[src/rtl/serial_adder_unit.sv]
// Bit-serial adder/subtractor: consumes two LSB-first operand streams and
// presents a parallel WIDTH-bit result with carry-out and overflow.
module serial_adder_unit #(
    parameter int unsigned WIDTH = 8,
    parameter int unsigned CW    = 4
) (
    input  logic             CLK,
    input  logic             R,
    input  logic             Start,
    input  logic             Sub,
    input  logic             A_in,
    input  logic             B_in,
    output logic             Busy,
    output logic             Done,
    output logic [WIDTH-1:0] Sum,
    output logic             Cout,
    output logic             Ovf
);

    typedef enum logic [1:0] {
        IDLE = 2'd0,
        RUN  = 2'd1,
        DONE = 2'd2
    } state_t;

    state_t           state_q, state_d;
    logic [CW-1:0]    cnt_q;
    logic             carry_q;
    logic             sub_q;
    logic [WIDTH-1:0] shreg_q;

    logic             load;
    logic             last;
    logic             b_eff;
    logic             s_bit;
    logic             carry_d;
    logic [WIDTH-1:0] shreg_d;

    // State register
    always_ff @(posedge CLK or negedge R) begin
        if (!R) begin
            state_q <= IDLE;
        end else begin
            state_q <= state_d;
        end
    end

    // Next-state decode and one-bit full adder
    always_comb begin
        state_d = state_q;
        load    = 1'b0;
        last    = 1'b0;
        b_eff   = B_in ^ sub_q;
        s_bit   = A_in ^ b_eff ^ carry_q;
        carry_d = (A_in & b_eff) | (A_in & carry_q) | (b_eff & carry_q);
        shreg_d = {s_bit, shreg_q[WIDTH-1:1]};
        unique case (state_q)
            IDLE: begin
                if (Start) begin
                    state_d = RUN;
                    load    = 1'b1;
                end
            end
            RUN: begin
                if (cnt_q == CW'(WIDTH - 1)) begin
                    state_d = DONE;
                    last    = 1'b1;
                end
            end
            DONE: begin
                if (Start) begin
                    state_d = RUN;
                    load    = 1'b1;
                end else begin
                    state_d = IDLE;
                end
            end
            default: state_d = IDLE;
        endcase
    end

    // Serial datapath and registered outputs; carry_q is the carry into the
    // MSB on the final bit, so overflow needs no separate capture register.
    always_ff @(posedge CLK or negedge R) begin
        if (!R) begin
            cnt_q   <= '0;
            carry_q <= 1'b0;
            sub_q   <= 1'b0;
            shreg_q <= '0;
            Busy    <= 1'b0;
            Done    <= 1'b0;
            Sum     <= '0;
            Cout    <= 1'b0;
            Ovf     <= 1'b0;
        end else begin
            Busy <= (state_d == RUN);
            Done <= (state_d == DONE);
            if (load) begin
                cnt_q   <= '0;
                sub_q   <= Sub;
                carry_q <= Sub;
                shreg_q <= '0;
            end else if (state_q == RUN) begin
                cnt_q   <= cnt_q + CW'(1);
                carry_q <= carry_d;
                shreg_q <= shreg_d;
                if (last) begin
                    Sum  <= shreg_d;
                    Cout <= carry_d;
                    Ovf  <= carry_q ^ carry_d;
                end
            end
        end
    end

endmodule
[config.mk]
export PLATFORM = sky130hd
export DESIGN_NAME = serial_adder_unit
export DESIGN_NICKNAME = d
export VERILOG_FILES = /design/src/rtl/serial_adder_unit.sv
export SDC_FILE = /design/constraint.sdc
export NUM_CORES = 1
export LEC_CHECK = 0
export ABC_AREA = 1
export BUFFER_PORTS_ARGS = -buffer_cell sky130_fd_sc_hd__buf_2
export CORE_UTILIZATION = 50
export DETAILED_ROUTE_END_ITERATION = 8
export MAX_ROUTING_LAYER = met4
export PLACE_DENSITY = 0.82
export SETUP_SLACK_MARGIN = 0.02
export SYNTH_ARGS = -nofsm -noshare
export SYNTH_HDL_FRONTEND = slang
export SYNTH_SLANG_ARGS = --single-unit
[constraint.sdc]
create_clock -name CLK -period 3.6 [get_ports CLK]
set_clock_uncertainty 0.1 [all_clocks]
set_input_delay 0.72 -clock CLK [delete_from_list [all_inputs] [get_ports CLK]]
set_output_delay 0.72 -clock CLK [all_outputs]
set_load 0.1 [all_outputs]
## Word-level counts from Yosys, hierarchy flattened

Cells that the tools add are included.

- Add/subtract/negate cells: 1
- Equal/unequal tests: 5
- Multiplexer cells: 14
- Bitwise operators: 10
- Reductions and logical operators: 4

Operators with widths:

| cell | count |
|---|---|
| 8-bit 2-to-1 mux | 2 |
| 4-bit 2-to-1 mux | 2 |
| 1-bit 2-to-1 mux | 7 |
| 2-bit case mux with 3 select lines | 1 |
| 4-bit by 1-bit adder with 4-bit output, second input constant | 1 |
| 2-bit by 1-bit equality test with 1-bit output, second input constant | 2 |
| 2-bit equality test, second input constant | 2 |
| 4-bit by 3-bit equality test with 1-bit output, second input constant | 1 |
| 2-bit 2-to-1 mux | 2 |
| 1-bit bitwise XOR | 4 |
| 1-bit AND | 3 |
| 3-bit AND reduction | 1 |
| 2-bit zero test | 1 |
| 1-bit OR | 2 |
| 2-bit nonzero test | 1 |
| 2-bit OR reduction | 1 |
| 1-bit inverter | 1 |

- Flip-flop bits (word level): 28
- Input bits: 6
- Output and inout bits: 12
- Logic and storage cells: 44

## Longest topological paths before layout

- Word-level depth: 6
- Gate-level depth with buffers: 7
- Depth with buffers taken out: 6

## Least setup slack after synthesis

No wires, ideal clock.

- Path kind: input-to-reg
- From: in B_in
- To: reg Ovf
- Setup time: 83 ps
- Arrival time: 1560 ps
- Required time: 3417 ps
- Setup slack: 1857 ps
- Cell stages on the path: 4
- Buffers on the path: 0
- Cells stage by stage: xnor2_1 -> fa_1 -> xor2_1 -> o21ai_0

- Word-level cells in the longest chain between the ends: 5
- Elaborated cells on any way between the ends: 6
- Classes of those cells: bitwise (6)

RTL lines:

| element | line | text |
|---|---|---|
| start, declared | 12 | `input logic B_in,` |
| 1-bit bitwise XOR (*) | 53 | `b_eff = B_in ^ sub_q;` |
| 1-bit AND | 55 | `carry_d = (A_in & b_eff) \| (A_in & carry_q) \| (b_eff & carry_q);` |
| 1-bit OR | 55 |  |
| 1-bit OR (*) | 55 |  |
| 1-bit bitwise XOR (*) | 110 | `Ovf <= carry_q ^ carry_d;` |
| end signal, assigned | 110 |  |
| end, declared | 17 | `output logic Ovf` |

Every way passes the cells marked *; elsewhere a longest branch is shown, timed or not.
A chain may end at the register's enable or synchronous reset.

## Worst setup path in the final report

- From: reg Sum[5]
- To: out Sum[5]

RTL lines:

| element | line | text |
|---|---|---|
| start, declared | 15 | `output logic [WIDTH-1:0] Sum,` |
| start signal, assigned | 108 | `Sum <= shreg_d;` |

No word-level cell between the ends.

==> key figures <==
Floorplan
  • Die ar.: 0.00247 mm^2
  • Die height: 49.7 um
  • Core ar.: 0.00204 mm^2
  • Site row count: 16
  • Initial Util: 55.8%
  • Die Span X: 49.7 um
  • # IOs: 18

Drt
  • Routed len/inst: 11.8 um
  • Initial DRC count: 12
  • Drt pass-1 iters: 4
  • Via count: 767
  • Drt via density: 5.15
  • Drc violations: 0
  • Final ANT Viol Nets: 0
  • Final wirelength: 1760 um

Logic synthesis
  • Yosys warns: 0
  • Mapped Cells: 104
  • Area share of the largest cell type after synthesis: 59.3%
  • Synth area leader: dfrtp_1
  • Synth top area cells: dfrtp_1, o21ai_2, nand2_1
  • Syn_nets: 112
  • Sequential area share after synthesis: 59.3%
  • FF+latch count, synth: 27
  • Yosys cell types: 19
  • Mapped Area: 0.00114 mm^2
  • Post-synthesis area per instance: 11.0 um^2

Global route
  • Tot GR Track Use: 17.1%
  • Number of global-route vias before repair: 705
  • Gr ovfl total: 0
  • Antenna violations before repair: 0
  • Pin count of the biggest net entering global routing: 28
  • First-pass GRT wire length: 3030 um

Clock network
  • Clk_lat worst skew: 0.32 ns
  • Hold buffers post-CTS: 0
  • CTS tree: built
  • Post-cts resize count: 0
  • Longest Clk Path Bufs: 2
  • Post-CTS setup buffer count: 0
  • Clock sink count: 27
  • Root Driver: clkbuf_4
  • Clock transition at the registers of the reported paths: 0.15 ns
  • CTS H-Tree Depth: 1
  • Clock buffer count from CTS: 3

Timing
  • Worst-Margin Slew: 0.576 ns
  • Peak Freq: 509 MHz
  • Setup TNS Final: 0 ns
  • Min Tclk post-route: 1.97 ns
  • RSZ-0062 raised after global routing: false
  • Hold Fails Final Rpt: 0
  • Max-slew headroom: 61.6%
  • Final Setup Violations: 0
  • Final number of max-transition violations: 0
  • Crit share post-route: 54.6%

Worst setup path
  • Delay-heaviest family, CP: buffers and inverters
  • Crit path kind: flop to primary output
  • Slowest CP cell: buf_2
  • Crit path DAT: 1.15 ns
  • Worst path bufs/invs: 1
  • Critical Path Stages: 1
  • Crit path max fanout: 2
  • Crit start category: flop
  • Critical Path Sink Type: primary output
  • CP max stage delay: 0.43 ns
  • Reg2Reg Depth: 5
  • CP Data Required Time: 2.78 ns
  • Critical-path cell list: buf_2

Finish
  • Multi-input gate area: 378 um^2
  • Diode count: 0
  • Share of layout cells above drive strength 1: 34.4%
  • Register area: 676 um^2
  • Fill cells: 183
  • Final net count: 131
  • P&R area growth vs syn: 9.88%

Placement
  • HPWL after detailed placement: 1240 um
  • GP Congestion: 0.749
  • Port bufs: 17

Min path
  • Tightest Hold Check Type: input pin to asynchronous set/reset pin

Run status
  • Status: completed

Flow run
  • Max-Cap Viols: 0
-- sequential cells by signal, summed over array words and instances (netlist names) --
signal	flops
Sum	8
Cout	1
Ovf	1
state_q	2
Busy	1
cnt_q	4
sub_q	1
Done	1
shreg_q	7
carry_q	1
-- synthesized netlist by cell type --
cell      count
ha_1          1
dfrtp_1      27
o22ai_1       7
o211ai_2      1
nand3_1       5
o21ai_0       3
o21ai_2       9
o21ai_1       1
nor2_4        2
inv_1        12
inv_2         2
fa_1          1
xnor2_1       1
nand2_1      15
xor2_1        1
nand2_2       7
nor2_1        4
a21oi_1       2
buf_6         3
-- kinds of logic after synthesis --
| group | Yosys count | synth area share [%] |
|---|---|---|
| xor+xnor | 2 | 1.54 |
| buf+inv | 17 | 7.57 |
| flops | 27 | 59.3 |
| simple gates | 33 | 14.3 |
| compound gates | 23 | 14.5 |
| fa+ha+maj | 2 | 2.85 |
-- per-stage QoR --
step	area (um^2)	worst slack, ns	hold WS, ns	util [%]	instances
floorplan	1140	1.86	0.324	-	104
global placement	1220	1.72	0.362	60.0	145
detailed placement	1220	1.67	0.362	60.0	145
CTS	1250	1.62	0.285	61.3	149
global route	1250	1.58	0.300	61.3	149
finish	1250	1.63	0.269	61.3	149
-- area by class of cell --
cell class              count  area share, %
multi-input cells          60           30.2
flip-flops and latches     27           53.9
inverters                  14           4.20
clock buffers               3           1.80
repair buffers             17           6.79
clock inverters             1          0.400
well taps                  27           2.70
-- placed cells by master (no fill, tap or decap), drive strengths merged, types with 2 or more instances in the layout --
master  synthesis  layout
inv            14      14
dfrtp          27      27
nor2            6       6
o21ai          13      13
a21oi           2       2
nand2          22      22
buf             3      17
clkbuf          0       3
o22ai           7       7
nand3           5       5
-- final timing paths --
check / from / to / slack [ns]
worst max-delay path: Sum[5] / Sum[5] / 1.63
worst min-delay path: R / Sum[6] / 0.27
worst max register to register: cnt_q[0] / Ovf / 1.99
worst min register to register: Sum[0] / Sum[0] / 0.39
max in group asynchronous: R / cnt_q[3] / 2.74
min in group CLK: Sum[0] / Sum[0] / 0.39
-- layer usage --
layer	GRT usage, %	vias to the layer above	wire, um
met2	27.9	18	896
met3	4.32	2	73
met5	-	-	0
li1	-	373	-
met1	19.8	374	781
met4	7.62	0	12
Power is not shown: default switching activity piles up to over one toggle a cycle in this logic, so the estimate is an artifact.
